--- src/rtl/seq_pattern_detector_if.sv ---
// Bus bundle for the serial pattern detector: serial input, configuration,
// counter clear, and status outputs. Clock and reset stay as plain ports.
interface seq_pattern_detector_if #(
  parameter int MAX_LEN = 8,
  parameter int CNT_W   = 16
);
  localparam int LEN_W = $clog2(MAX_LEN + 1);

  logic               i_sequence;
  logic               i_seq_valid;
  logic               i_cfg_load;
  logic [LEN_W-1:0]   i_cfg_len;
  logic [MAX_LEN-1:0] i_cfg_pattern;
  logic               i_count_clr;
  logic               o_tick;
  logic [CNT_W-1:0]   o_match_count;
  logic               o_armed;
  logic               o_cfg_err;

  modport slave (
    input  i_sequence, i_seq_valid, i_cfg_load, i_cfg_len, i_cfg_pattern, i_count_clr,
    output o_tick, o_match_count, o_armed, o_cfg_err
  );

  modport master (
    output i_sequence, i_seq_valid, i_cfg_load, i_cfg_len, i_cfg_pattern, i_count_clr,
    input  o_tick, o_match_count, o_armed, o_cfg_err
  );
endinterface

--- src/rtl/seq_pattern_detector.sv ---
// Runtime-programmable serial bit-pattern detector with overlap/non-overlap
// modes, gapped input, run-time reconfiguration and a saturating match count.
module seq_pattern_detector #(
  parameter int                 MAX_LEN     = 8,
  parameter int                 DEF_LEN     = 5,
  parameter logic [MAX_LEN-1:0] DEF_PATTERN = 8'b00010001,
  parameter bit                 OVERLAP     = 1'b1,
  parameter int                 CNT_W       = 16
) (
  input  logic                  clk,
  input  logic                  reset,
  seq_pattern_detector_if.slave bus
);
  localparam int LEN_W = $clog2(MAX_LEN + 1);

  // Sparse one-hot style codes leave illegal encodings that recover to FILL.
  typedef enum logic [1:0] {
    FILL = 2'b01,
    HUNT = 2'b10
  } state_t;

  state_t             r_state;
  logic [MAX_LEN-1:0] r_hist;
  logic [LEN_W-1:0]   r_fill_cnt;
  logic [LEN_W-1:0]   r_len;
  logic [MAX_LEN-1:0] r_pat;
  logic               r_tick;
  logic [CNT_W-1:0]   r_count;
  logic               r_armed;
  logic               r_cfg_err;

  state_t             w_state_nxt;
  logic [MAX_LEN-1:0] w_hist_nxt;
  logic [LEN_W-1:0]   w_fill_nxt;
  logic [MAX_LEN-1:0] w_hist_shift;
  logic [MAX_LEN-1:0] w_mask;
  logic               w_hit;
  logic               w_match;
  logic               w_cfg_ok;

  assign w_cfg_ok     = bus.i_cfg_load && (bus.i_cfg_len != '0)
                        && (bus.i_cfg_len <= LEN_W'(MAX_LEN));
  assign w_hist_shift = {r_hist[MAX_LEN-2:0], bus.i_sequence};

  always_comb begin
    w_mask = '0;
    for (int i = 0; i < MAX_LEN; i++) w_mask[i] = (i < int'(r_len));
  end

  assign w_hit = (((w_hist_shift ^ r_pat) & w_mask) == '0);

  // NOTE: every combinational output gets a default first so no path can
  // leave it unassigned and infer a latch.
  always_comb begin
    w_state_nxt = r_state;
    w_hist_nxt  = r_hist;
    w_fill_nxt  = r_fill_cnt;
    w_match     = 1'b0;
    if (w_cfg_ok) begin
      w_state_nxt = FILL;
      w_hist_nxt  = '0;
      w_fill_nxt  = '0;
    end else begin
      case (r_state)
        FILL: begin
          if (bus.i_seq_valid) begin
            w_hist_nxt = w_hist_shift;
            if ((r_fill_cnt + LEN_W'(1)) == r_len) begin
              w_state_nxt = HUNT;
              w_match     = w_hit;
            end else begin
              w_fill_nxt = r_fill_cnt + LEN_W'(1);
            end
          end
        end
        HUNT: begin
          if (bus.i_seq_valid) begin
            w_hist_nxt = w_hist_shift;
            w_match    = w_hit;
          end
        end
        default: begin
          w_state_nxt = FILL;
          w_fill_nxt  = '0;
        end
      endcase
      // Non-overlapping mode restarts the search from an empty history.
      if (w_match && !OVERLAP) begin
        w_state_nxt = FILL;
        w_hist_nxt  = '0;
        w_fill_nxt  = '0;
      end
    end
  end

  // NOTE: sequential state uses non-blocking assignments so every register
  // samples pre-edge values regardless of statement order.
  always_ff @(posedge clk) begin
    if (reset) begin
      r_state    <= FILL;
      r_hist     <= '0;
      r_fill_cnt <= '0;
      r_len      <= LEN_W'(DEF_LEN);
      r_pat      <= DEF_PATTERN;
      r_tick     <= 1'b0;
      r_count    <= '0;
      r_armed    <= 1'b0;
      r_cfg_err  <= 1'b0;
    end else begin
      r_state    <= w_state_nxt;
      r_hist     <= w_hist_nxt;
      r_fill_cnt <= w_fill_nxt;
      r_tick     <= w_match;
      r_armed    <= (w_state_nxt == HUNT);
      r_cfg_err  <= bus.i_cfg_load && !w_cfg_ok;
      if (w_cfg_ok) begin
        r_len <= bus.i_cfg_len;
        r_pat <= bus.i_cfg_pattern;
      end
      if (bus.i_count_clr) begin
        r_count <= '0;
      end else if (w_match && !(&r_count)) begin
        r_count <= r_count + CNT_W'(1);
      end
    end
  end

  assign bus.o_tick        = r_tick;
  assign bus.o_match_count = r_count;
  assign bus.o_armed       = r_armed;
  assign bus.o_cfg_err     = r_cfg_err;
endmodule

--- src/flat_wrapper.sv ---
// flat-port wrapper written by rule: the top's interface ports become plain ports
module seq_pattern_detector_flat 
#(
  parameter int                 MAX_LEN     = 8,
  parameter int                 DEF_LEN     = 5,
  parameter logic [MAX_LEN-1:0] DEF_PATTERN = 8'b00010001,
  parameter bit                 OVERLAP     = 1'b1,
  parameter int                 CNT_W       = 16
)
  (clk, reset, bus_i_sequence, bus_i_seq_valid, bus_i_cfg_load, bus_i_cfg_len, bus_i_cfg_pattern, bus_i_count_clr, bus_o_tick, bus_o_match_count, bus_o_armed, bus_o_cfg_err);
  seq_pattern_detector_if #(.MAX_LEN(MAX_LEN), .CNT_W(CNT_W)) bus_i ();
  input  logic clk;
  input  logic reset;
  input wire logic [$bits(bus_i.i_sequence)-1:0] bus_i_sequence;
  input wire logic [$bits(bus_i.i_seq_valid)-1:0] bus_i_seq_valid;
  input wire logic [$bits(bus_i.i_cfg_load)-1:0] bus_i_cfg_load;
  input wire logic [$bits(bus_i.i_cfg_len)-1:0] bus_i_cfg_len;
  input wire logic [$bits(bus_i.i_cfg_pattern)-1:0] bus_i_cfg_pattern;
  input wire logic [$bits(bus_i.i_count_clr)-1:0] bus_i_count_clr;
  output wire logic [$bits(bus_i.o_tick)-1:0] bus_o_tick;
  output wire logic [$bits(bus_i.o_match_count)-1:0] bus_o_match_count;
  output wire logic [$bits(bus_i.o_armed)-1:0] bus_o_armed;
  output wire logic [$bits(bus_i.o_cfg_err)-1:0] bus_o_cfg_err;
  assign bus_i.i_sequence = bus_i_sequence;
  assign bus_i.i_seq_valid = bus_i_seq_valid;
  assign bus_i.i_cfg_load = bus_i_cfg_load;
  assign bus_i.i_cfg_len = bus_i_cfg_len;
  assign bus_i.i_cfg_pattern = bus_i_cfg_pattern;
  assign bus_i.i_count_clr = bus_i_count_clr;
  assign bus_o_tick = bus_i.o_tick;
  assign bus_o_match_count = bus_i.o_match_count;
  assign bus_o_armed = bus_i.o_armed;
  assign bus_o_cfg_err = bus_i.o_cfg_err;
  seq_pattern_detector #(.MAX_LEN(MAX_LEN), .DEF_LEN(DEF_LEN), .DEF_PATTERN(DEF_PATTERN), .OVERLAP(OVERLAP), .CNT_W(CNT_W)) u_core (.clk(clk), .reset(reset), .bus(bus_i));
endmodule
--- config.mk ---
export PLATFORM = sky130hd
export DESIGN_NAME = seq_pattern_detector_flat
export DESIGN_NICKNAME = d
export VERILOG_FILES = /design/src/rtl/seq_pattern_detector_if.sv /design/src/rtl/seq_pattern_detector.sv /design/src/flat_wrapper.sv
export SDC_FILE = /design/constraint.sdc
export NUM_CORES = 1
export LEC_CHECK = 0
export CAP_MARGIN = 20
export CORE_UTILIZATION = 32
export CTS_CLUSTER_DIAMETER = 100
export DETAILED_ROUTE_END_ITERATION = 16
export HOLD_SLACK_MARGIN = 0.05
export SKIP_CTS_REPAIR_TIMING = 1
export SYNTH_ARGS = -nofsm -noshare
export SYNTH_HDL_FRONTEND = slang
export SYNTH_SLANG_ARGS = --single-unit
--- constraint.sdc ---
create_clock -name clk -period 3.3 [get_ports clk]
set_input_delay 0.33 -clock clk [delete_from_list [all_inputs] [get_ports clk]]
set_output_delay 0.33 -clock clk [all_outputs]
set_load 0.05 [all_outputs]
; Word-level counts from Yosys, hierarchy flattened
; Cells that the tools add are included.
[classes]
reduce_logical = 14
n_eq_ne = 6
multipliers = 0
n_lt_le_gt_ge = 9
shift = 0
bitwise_logic = 3
addsub = 2
div_mod_pow = 0
muxes = 12
[ops]
columns = cell, n
row1 = $add 16x1->16 const B, 1
row2 = $lt 3x4->1 const A, 4
row3 = $reduce_and 16->1, 1
row4 = $and 8x8->8, 1
row5 = $logic_not 8->1, 1
row6 = $lt 1x4->1 const A, 2
row7 = $lt 2x4->1 const A, 2
row8 = $mux 4, 2
row9 = $pmux 4 s2, 1
row10 = $xor 8x8->8, 1
row11 = $mux 2, 3
row12 = $reduce_or 2->1, 3
row13 = $add 4x1->4 const B, 1
row14 = $eq 2x2->1 const B, 2
row15 = $eq 4x4->1, 1
row16 = $le 4x4->1 const B, 1
row17 = $logic_and 1x1->1, 4
row18 = $mux 1, 4
row19 = $ne 2x2->1 const B, 2
row20 = $pmux 2 s2, 1
row21 = $reduce_bool 4->1, 1
row22 = $reduce_and 3->1, 1
row23 = $eq 2x1->1 const B, 1
row24 = $logic_not 1->1, 2
row25 = 3 further kinds, 3
[totals]
out_inout_bits = 19
word_cells = 55
n_memories = 0
reg_bits = 44
mem_bits_rw = 0
latchBits = 0
rom_bits = 0
in_bits = 18

; Depth between registers and ports, before layout
; Gate-level depths: netlist (run 1).
[depth]
word_depth = 8
mapped_depth = 11
mapped_depth_nobuf = 8

; Worst setup path before layout (run 1)
; OpenSTA, ideal clock, no wires.
[synth_timing]
path_kind = reg2reg
start = register u_core.r_state[0]
end = register u_core.r_count[11], in the netlist u_core.bus.o_match_count[11]
n_path_buf = 1
arrival_time_ps = 2316
synth_period_minus_slack_ps = 2377
setup_time_ps = 60
path_slack_ps = 923
required_time_ps = 3240
path_stages_with_launch = 10
cell_sequence = dfxtp_1 > inv_1 > ha_1 > nand2b_1 > buf_1 > a221oi_1 > o211ai_1 > a2111o_1 > or4_1 > nand2_1
[synth_between]
elab_chain_len = 4
elab_cells_between_ends = 5
classes_between = 2 x eq/ne / 2 x mux / 1 x reduce/logical
[synth_lines]
columns = item, line
row1 = start: declaration, seq_pattern_detector.sv:22  ; state_t r_state;
row2 = start signal: assignment, seq_pattern_detector.sv:110  ; r_state <= w_state_nxt;
row3 = $eq 2x2->1 or $eq 2x1->1 (tied branches), seq_pattern_detector.sv:64  ; case (r_state)
row4 = $pmux 1 s2 (*), seq_pattern_detector.sv:64
row5 = $mux 1 (*), seq_pattern_detector.sv:59  ; if (w_cfg_ok) begin
row6 = $logic_and 1x1->1 (*), seq_pattern_detector.sv:122  ; end else if (w_match && !(&r_count)) begin
row7 = end signal: assignment, seq_pattern_detector.sv:123  ; r_count <= r_count + CNT_W'(1);
row8 = end: declaration, seq_pattern_detector.sv:28  ; logic [CNT_W-1:0] r_count;
; Every way passes the cells marked *; elsewhere a longest branch is shown, timed or not.
; A chain may end at the register's enable or synchronous reset.

; Worst setup path after layout (run 1)
; Ends and elaborated chain as after synthesis.

==> impl_metrics.tcl, run 1 <==
set metrics [dict create \
    syn_nets 280 \
    cts_made_buffers 5 \
    clockRootBuffer "clkbuf_8" \
    track_usage_pct 13.7 \
    power_frac_clock_pct 34.1 \
    worstPathArrival_ns 2.87 \
    ioPinCount 37 \
    clkLatencyLatePin_ns 0.30 \
    fp.dieH_um 85.1 \
    finalCritPeriodShare_pct 79.5 \
    synth_edf_count 0 \
    critPathRequiredTime_ns 3.55 \
    place_congestion 0.767 \
    p_int_mw 0.797 \
    max_freq_mhz 381 \
    first_iter_violations 59 \
    globalRouteOverflowTotal 0 \
    routed_wl_um 4680 \
    hold_path.class "flop to flop" \
    timing.final.hold_violations 0 \
    synth_common_cells "dfxtp_1 (44), nand2_1 (28), a21oi_1 (20)" \
    synth-main-ff-cell "dfxtp_1" \
    nNetsFinal 314 \
    startpoint_type "flop" \
    crit_fanout 10 \
    drive_gt1_share_pct 5.84 \
    avgViaCountPerCell 5.19 \
    cts_buffer_depth 2 \
    rsz0062_at_grt "no" \
    die_area_sq_um 7250 \
    drtPass1Iterations 4 \
    pwr-share-seq_pct 52.5 \
    grt_pass1_wl_um 7900 \
    ant_nets 0 \
    cts_num_sinks 44 \
    synth_seq_cells 44 \
    yosys-top-cells-area "dfxtp_1 (40%), nand2_1 (4.8%), a21oi_1 (4.5%), xor2_1 (4.0%), or4_1 (3.7%)" \
    antenna_found_initial 0 \
    hpwl_um 3410 \
    ys_warn_count 0 \
    final_util_pct 42.0 \
    vias 1910 \
    slowest_stage "a2111o_1" \
    synthToLayoutAreaGrowth_pct 23.5 \
    p_sw_mw 0.273 \
    critPathBufInv 1 \
    worst-setup-path-type "flop to flop" \
    num_antenna_cells 0 \
    power.leakage_nw 1.01 \
    synthArstFlopShare_pct 0 \
    grt_pass1_vias 1752 \
    endpoint_kind "flop" \
    p_sw_share_pct 25.5 \
    path_cells "inv_1 -> ha_1 -> nand2b_1 -> a221oi_1 -> o211ai_1 -> a2111o_1 -> or4_1 -> nand2_1" \
    slowest_delay_ns 0.52 \
    portBuffers 36 \
    start_util_pct 34.0 \
    synth.top_cell.area_share_pct 39.8 \
    fp-row-count 29 \
    slew_violations 0 \
    cp_top_family "compound AO/OA/AOI/OAI gates" \
    cts_tree "built" \
    clock_skew_ns 0.00642 \
    tightestPinTransition_ns 0.904 \
    setup_viol 0 \
    ys_seq_area_share_pct 39.8 \
    cts.htree.levels 2 \
    synthDistinctLibCells 44 \
    powerDensity_nw_per_um2 392 \
    core_sq_um 6490 \
    period_minus_slack_ns 2.62 \
    grt_max_degree 23 \
    synth.most_common_cell "dfxtp_1" \
    syn_avg_cell_area_sq_um 8.60 \
    drt-wirelength-per-cell_um 12.7 \
    max_cap_violations 0 \
    setup_tns_ns 0 \
    p_comb_share_pct 13.4 \
    synth_top_area_cell "dfxtp_1" \
    die_x_um 85.1 \
    irDropWorstVdd_mv 0.287 \
    syn_inst 257 \
    syn_area_sq_um 2210 \
    slew_headroom_pct 39.2 \
    cts.reportedPaths.clkPinSlew_ns 0.08 \
    route.detailed.drc 0 \
    run_status "complete, no violations" \
]
-- per-stage QoR --
step                      hold WS (ns)  std cells  total power [mW]  instance area [sq um]  setup slack (ns)
after detailed placement         0.462        361             0.718                   2630             0.474
after global routing             0.509        368              1.12                   2730             0.476
after CTS                        0.474        368              1.09                   2730             0.653
final                            0.472        368              1.07                   2730             0.677
after floorplan                  0.448        257             0.669                   2210             0.923
after global placement           0.458        361             0.717                   2630             0.509
-- path summary, 6_finish.rpt --
kind / end / slack (ns) / cells past startpoint / from
max reg2reg: u_core.bus.o_match_count[11] / 0.68 / 8 / u_core.r_state[0]
min reg2reg: u_core.r_hist[6] / 0.47 / 2 / u_core.r_hist[6]
max: u_core.bus.o_match_count[11] / 0.68 / 8 / u_core.r_state[0]
min: u_core.r_hist[6] / 0.47 / 2 / u_core.r_hist[6]
-- state kept, by name (all words and copies together) (netlist names) --
signal and flops:
u_core.r_len 4, u_core.r_state 2, u_core.bus.o_match_count 16, u_core.r_pat 8, u_core.bus.o_cfg_err 1, u_core.bus.o_tick 1, u_core.r_fill_cnt 4, u_core.bus.o_armed 1
u_core.r_hist 7
-- layout by cell type (no fill, tap or decap), types with 4 or more instances in the layout --
cell / instances
o21ai_0: 11
nand2b_1: 4
or3_1: 13
nand3_1: 9
o211ai_1: 7
inv_1: 11
ha_1: 5
clkbuf_8: 7
xor2_1: 10
a211o_1: 4
dfxtp_1: 44
nor3_1: 5
nor2_1: 16
xnor2_1: 5
o31ai_1: 4
a21oi_1: 20
nand4_1: 4
clkdlybuf4s50_1: 36
nand2_1: 28
or4_1: 11
mux2i_1: 8
-- final cells by class --
cell class                      instances  area (sq um)
Fill cell                             647          3760
Multi-Input combinational cell        191          1240
Tap cell                               77          96.3
Sequential cell                        44           881
Timing Repair Buffer                   38           375
Inverter                               11          41.3
Clock buffer                            7          96.3
-- layer usage --
layer	part of all wire, %	global-route usage (%)	vias up
li1	-	-	999
met1	48	16.7	875
met2	48	23.3	32
met3	3.4	3.40	4
met4	0.90	5.24	0
met5	0	0	-
-- power by group through the flow --
stage | logic, mW | registers (mW) | clock network (mW)
4_1_cts | 0.144 | 0.562 | 0.381
5_1_grt | 0.159 | 0.564 | 0.400
3_3_place_gp | 0.143 | 0.574 | 0
6_report | 0.143 | 0.561 | 0.365
3_5_place_dp | 0.143 | 0.575 | 0
2_1_floorplan | 0.0962 | 0.573 | 0
-- worst min-delay path, stage by stage, from the launching register on --
cell,delay [ns]
dfxtp_1,0.32
nand2_1,0.05
a21oi_1,0.05
-- kinds of logic (layout without fill, tap and decap cells) --
kind of cell / count (synthesis) / in the layout / synth area share [%]
muxes: 8 / 8 / 3.62
AOI/OAI and AO/OA: 62 / 62 / 19.3
xor gates and xnor gates: 15 / 15 / 5.94
DFF: 44 / 44 / 39.8
buffers and inverters: 22 / 56 / 4.07
and+or+nand+nor: 101 / 101 / 24.4
adders and majority gates: 5 / 5 / 2.83
(Power assumes the default switching activity.)
==> inputs of run 2 (changes only) <==
Clock period 3.3 ns to 2.1 ns, I/O delays scaled along.
==> run 2 against run 1 <==
Total power is 73% higher. Clock skew rose by 0.0012 ns. Clock power increased by 79%. Combinational power is 120% higher. Via count up 9.7%. Sequential share of layout area is 3.8 points lower. Critical path type unchanged. The run now ends with negative setup slack left. Utilization increased by 6.6 points. Non-clock buffer count grew 38. Routed wire length grew 12%.
==> impl_metrics.tcl, run 2 (same netlist as run 1, synthesis figures left out) <==
set metrics [dict create \
    drive_gt1_share_pct 24.8 \
    setup_tns_ns -2.23 \
    endpoint_kind "flop" \
    portBuffers 36 \
    holdWs_ns 0.482 \
    core_sq_um 6490 \
    drt-wirelength-per-cell_um 12.9 \
    cts_tree "built" \
    cts.htree.levels 2 \
    slowest_stage "or4b_4" \
    drtPass1Iterations 4 \
    clkLatencyLatePin_ns 0.30 \
    path_cells "ha_4 -> xnor2_4 -> xnor2_2 -> o31a_4 -> or4b_4 -> or3_1 -> a21oi_1" \
    min_path_cells 2 \
    hpwl_um 3980 \
    first_iter_violations 65 \
    r2r_cells 7 \
    critPathRequiredTime_ns 2.34 \
    p_comb_share_pct 17.3 \
    timing.final.hold_violations 0 \
    tightestPinTransition_ns 0.641 \
    slew_headroom_pct 57.0 \
    finalNonFillerCells 407 \
    place_congestion 0.860 \
    violations "negative setup slack" \
    avgViaCountPerCell 5.15 \
    hold_path.class "flop to flop" \
    period_minus_slack_ns 2.31 \
    slew_violations 0 \
    powerDensity_nw_per_um2 586 \
    place_ws_ns -0.451 \
    finalCritPeriodShare_pct 110 \
    crit_fanout 13 \
    nNetsFinal 352 \
    cts_buffer_depth 2 \
    globalRouteOverflowTotal 0 \
    run_status "complete, but fails checks" \
    design_area_sq_um 3160 \
    fp.dieH_um 85.1 \
    placed_area_sq_um 2960 \
    fin_ws_ns -0.215 \
    routed_wl_um 5260 \
    final_util_pct 48.6 \
    die_x_um 85.1 \
    p_int_mw 1.38 \
    p_sw_share_pct 25.6 \
    worstPathArrival_ns 2.55 \
    ioPinCount 37 \
    start_util_pct 34.0 \
    final_cell_mix "buf_4 (40), clkdlybuf4s50_1 (36), dfxtp_1 (32)" \
    ant_nets 0 \
    grt_max_degree 22 \
    route.detailed.drc 0 \
    clockRootBuffer "clkbuf_8" \
    p_sw_mw 0.475 \
    cts.reportedPaths.clkPinSlew_ns 0.09 \
    irDropWorstVdd_mv 0.321 \
    antenna_found_initial 0 \
    clock_skew_ns 0.00759 \
    track_usage_pct 15.7 \
    power.leakage_nw 1.23 \
    num_antenna_cells 0 \
    cts_made_buffers 5 \
    grt_pass1_wl_um 9140 \
    pwr-share-seq_pct 47.3 \
    max_cap_violations 0 \
    dp_cells 399 \
    grt_pass1_vias 2090 \
    die_area_sq_um 7250 \
    synthToLayoutAreaGrowth_pct 42.9 \
    vias 2095 \
    slowest_delay_ns 0.54 \
    power_frac_clock_pct 35.3 \
    cts_num_sinks 44 \
    power_mw 1.85 \
    fp-row-count 29 \
    final_common_cell "buf_4" \
    largest_reg_flops 16 \
    rsz0062_at_grt "yes" \
    worst-setup-path-type "flop to flop" \
    setup_viol 15 \
    max_freq_mhz 432 \
    fill_cells 603 \
    startpoint_type "flop" \
]
[run 2: changes by cell type in the layout (fill, tap and decap cells not counted), sizes merged]
cell / change
buf: +38
bufinv: +1
clkbuf: -1
clkinv: +1
[run 2: path summary, 6_finish.rpt]
path	endpoint	startpoint	slack [ns]
hold reg to reg	u_core.r_hist[5]	u_core.r_hist[4]	0.48
hold / removal	u_core.r_hist[5]	u_core.r_hist[4]	0.48
setup reg to reg	u_core.bus.o_match_count[10]	u_core.r_fill_cnt[0]	-0.21
setup / recovery	u_core.bus.o_match_count[10]	u_core.r_fill_cnt[0]	-0.21
[run 2: cell type report]
type | instances | area [sq um] | area share (%)
multi-input combinational | 191 | 1360 | 42.9
sequential | 44 | 898 | 28.4
inverter | 11 | 41.3 | 1.31
clock inverter | 2 | 35.0 | 1.11
timing repair buffer | 76 | 661 | 20.9
tap | 77 | 96.3 | 3.05
clock buffer | 6 | 72.6 | 2.30
[run 2: power by group through the flow]
| stage | sequential, mW | combinational (mW) | clock [mW] |
|---|---|---|---|
| global placement | 0.896 | 0.302 | 0 |
| CTS | 0.877 | 0.305 | 0.678 |
| floorplan | 0.903 | 0.165 | 0 |
| global route | 0.881 | 0.355 | 0.707 |
| detailed placement | 0.897 | 0.304 | 0 |
| finish | 0.876 | 0.321 | 0.655 |
[run 2: worst max-delay path, delay by kind of cell, from the launching register on]
family / cells / cell delay [ns]
XOR/XNOR: 2 / 0.28
AND/OR/NAND/NOR: 2 / 0.89
adder cells (fa/ha/maj): 1 / 0.18
AO/OA/AOI/OAI: 2 / 0.53
flip-flops: 1 / 0.36
[run 2: layer usage]
metal	part of all wire (%)	global-route usage, %	vias to the layer above
met5	0	0	-
met4	1.8	7.24	0
met3	3.6	3.11	10
met2	47	26.7	48
met1	47	19.0	953
li1	-	-	1084
==> inputs of run 3 (changes only) <==
Settings changed: CORE_UTILIZATION 32 to 45, PLACE_DENSITY from default to 0.72.
==> run 3 against run 2 <==
The run still ends with negative setup slack left. Register-to-register slack lost 0.03 ns. Count of clock-buffer cells in the layout grew 1. Combinational power grew 20%. Via count grew 7.5%. Utilization grew 21 points. Sequential share of layout area shrank 1.3 points. Die area shrank 28%. Global-route usage grew 6.1 points. Cell count grew 0.74%. Worst hold slack lost 0.0055 ns. Design area grew 4.8%. First-iteration DRC count grew 63%.
==> impl_metrics.tcl, run 3 (same netlist as run 1, synthesis figures left out) <==
set metrics [dict create \
    die_area_sq_um 5200 \
    register_area_sq_um 898 \
    slew_headroom_pct 57.1 \
    power_frac_clock_pct 32.4 \
    pwr-share-seq_pct 46.9 \
    power.leakage_nw 1.31 \
    grt_pass1_vias 1970 \
    hpwl_um 3950 \
    place_ws_ns -0.472 \
    grt_pass1_wl_um 8890 \
    grt_max_degree 22 \
    fp.dieH_um 72.1 \
    place_congestion 0.803 \
    final_cell_mix "buf_4 (48), clkdlybuf4s50_1 (36), dfxtp_1 (32)" \
    tightestPinTransition_ns 0.641 \
    largest_reg_flops 16 \
    multi_input_area_sq_um 1420 \
    antenna_found_initial 0 \
    synthToLayoutAreaGrowth_pct 49.7 \
    drtPass1Iterations 4 \
    fin_ws_ns -0.242 \
    crit_fanout 5 \
    cts.htree.levels 2 \
    p_sw_mw 0.502 \
    drive_gt1_share_pct 29.4 \
    powerDensity_nw_per_um2 565 \
    setup_viol 15 \
    violations "negative setup slack" \
    rsz0062_at_grt "yes" \
    run_status "complete, but fails checks" \
    period_minus_slack_ns 2.34 \
    critPathRequiredTime_ns 2.32 \
    start_util_pct 46.8 \
    max_cap_violations 0 \
    worst-setup-path-type "flop to flop" \
    finalCritPeriodShare_pct 112 \
    portBuffers 36 \
    avgViaCountPerCell 5.49 \
    final_common_cell "buf_4" \
    fp-row-count 25 \
    endpoint_kind "flop" \
    holdWs_ns 0.476 \
    nNetsFinal 365 \
    cts.reportedPaths.clkPinSlew_ns 0.09 \
    p_int_mw 1.37 \
    cts_tree "built" \
    globalRouteOverflowTotal 0 \
    cts_made_buffers 5 \
    cts_num_sinks 44 \
    clock_skew_ns 0.0110 \
    worstPathArrival_ns 2.57 \
    track_usage_pct 21.7 \
    fill_cells 393 \
    first_iter_violations 106 \
    ant_nets 0 \
    clockRootBuffer "clkbuf_8" \
    max_freq_mhz 427 \
    ioPinCount 37 \
    vias 2252 \
    slew_violations 0 \
    clkLatencyLatePin_ns 0.30 \
    routed_wl_um 5870 \
    p_sw_share_pct 26.8 \
    cts_buffer_depth 2 \
    timing.final.hold_violations 0 \
    route.detailed.drc 0 \
    finalNonFillerCells 410 \
    dp_cells 392 \
    drt-wirelength-per-cell_um 14.3 \
    core_sq_um 4720 \
    startpoint_type "flop" \
    hold_path.class "flop to flop" \
    setup_tns_ns -2.89 \
    irDropWorstVdd_mv 0.494 \
    p_comb_share_pct 20.6 \
    die_x_um 72.1 \
    num_antenna_cells 0 \
]
## run 3: changes by cell type in the layout (fill, tap and decap cells not counted), sizes merged
cell | before | now
buf | 40 | 51
o31a | 1 | 2
bufinv | 1 | 0
a2111o | 1 | 2
clkbuf | 6 | 7
## run 3: critical path, cell delays in order (launching register included)
cell      delay, ns
dfxtp_2        0.33
buf_4          0.15
or4_4          0.53
a32oi_2        0.19
o211ai_1       0.19
a2111o_1       0.40
or3_4          0.35
a21oi_2        0.13
## run 3: per-layer routing
metal  global-route usage, %  part of all wire, %
met2                    35.7                   51
met1                    28.1                   44
met3                    4.44                  3.7
met5                       0                    0
met4                    8.06                  1.2
## run 3: final cells by class
cell class	instances	share of cell area [%]
clock buffers	7	2.95
clock inverters	1	0.151
multi-input cells	193	42.9
repair buffers	87	23.1
well taps	67	2.53
inverters	11	1.25
flip-flops and latches	44	27.1
## run 3: worst paths after layout
kind	depth (start not counted)	start	slack [ns]	to
max	7	u_core.r_len[0]	-0.24	u_core.bus.o_match_count[15]
min	2	u_core.r_hist[6]	0.48	u_core.r_hist[6]
max reg2reg	7	u_core.r_len[0]	-0.24	u_core.bus.o_match_count[15]
min reg2reg	2	u_core.r_hist[6]	0.48	u_core.r_hist[6]
## run 3: power groups by stage
stage                     Combinational [mW]  Clock, mW  Sequential [mW]
after floorplan                        0.165          0            0.903
after global routing                   0.411      0.651            0.881
after CTS                              0.312      0.616            0.877
after detailed placement               0.309          0            0.897
final                                  0.386      0.607            0.878
after global placement                 0.304          0            0.895
## run 3: metrics by stage
stage	utilization (%)	power, mW	area, sq um
floorplan	-	1.07	2280
global placement	63.1	1.20	2980
detailed placement	63.1	1.21	2980
CTS	65.3	1.80	3080
global route	70.1	1.94	3310
finish	70.1	1.87	3310
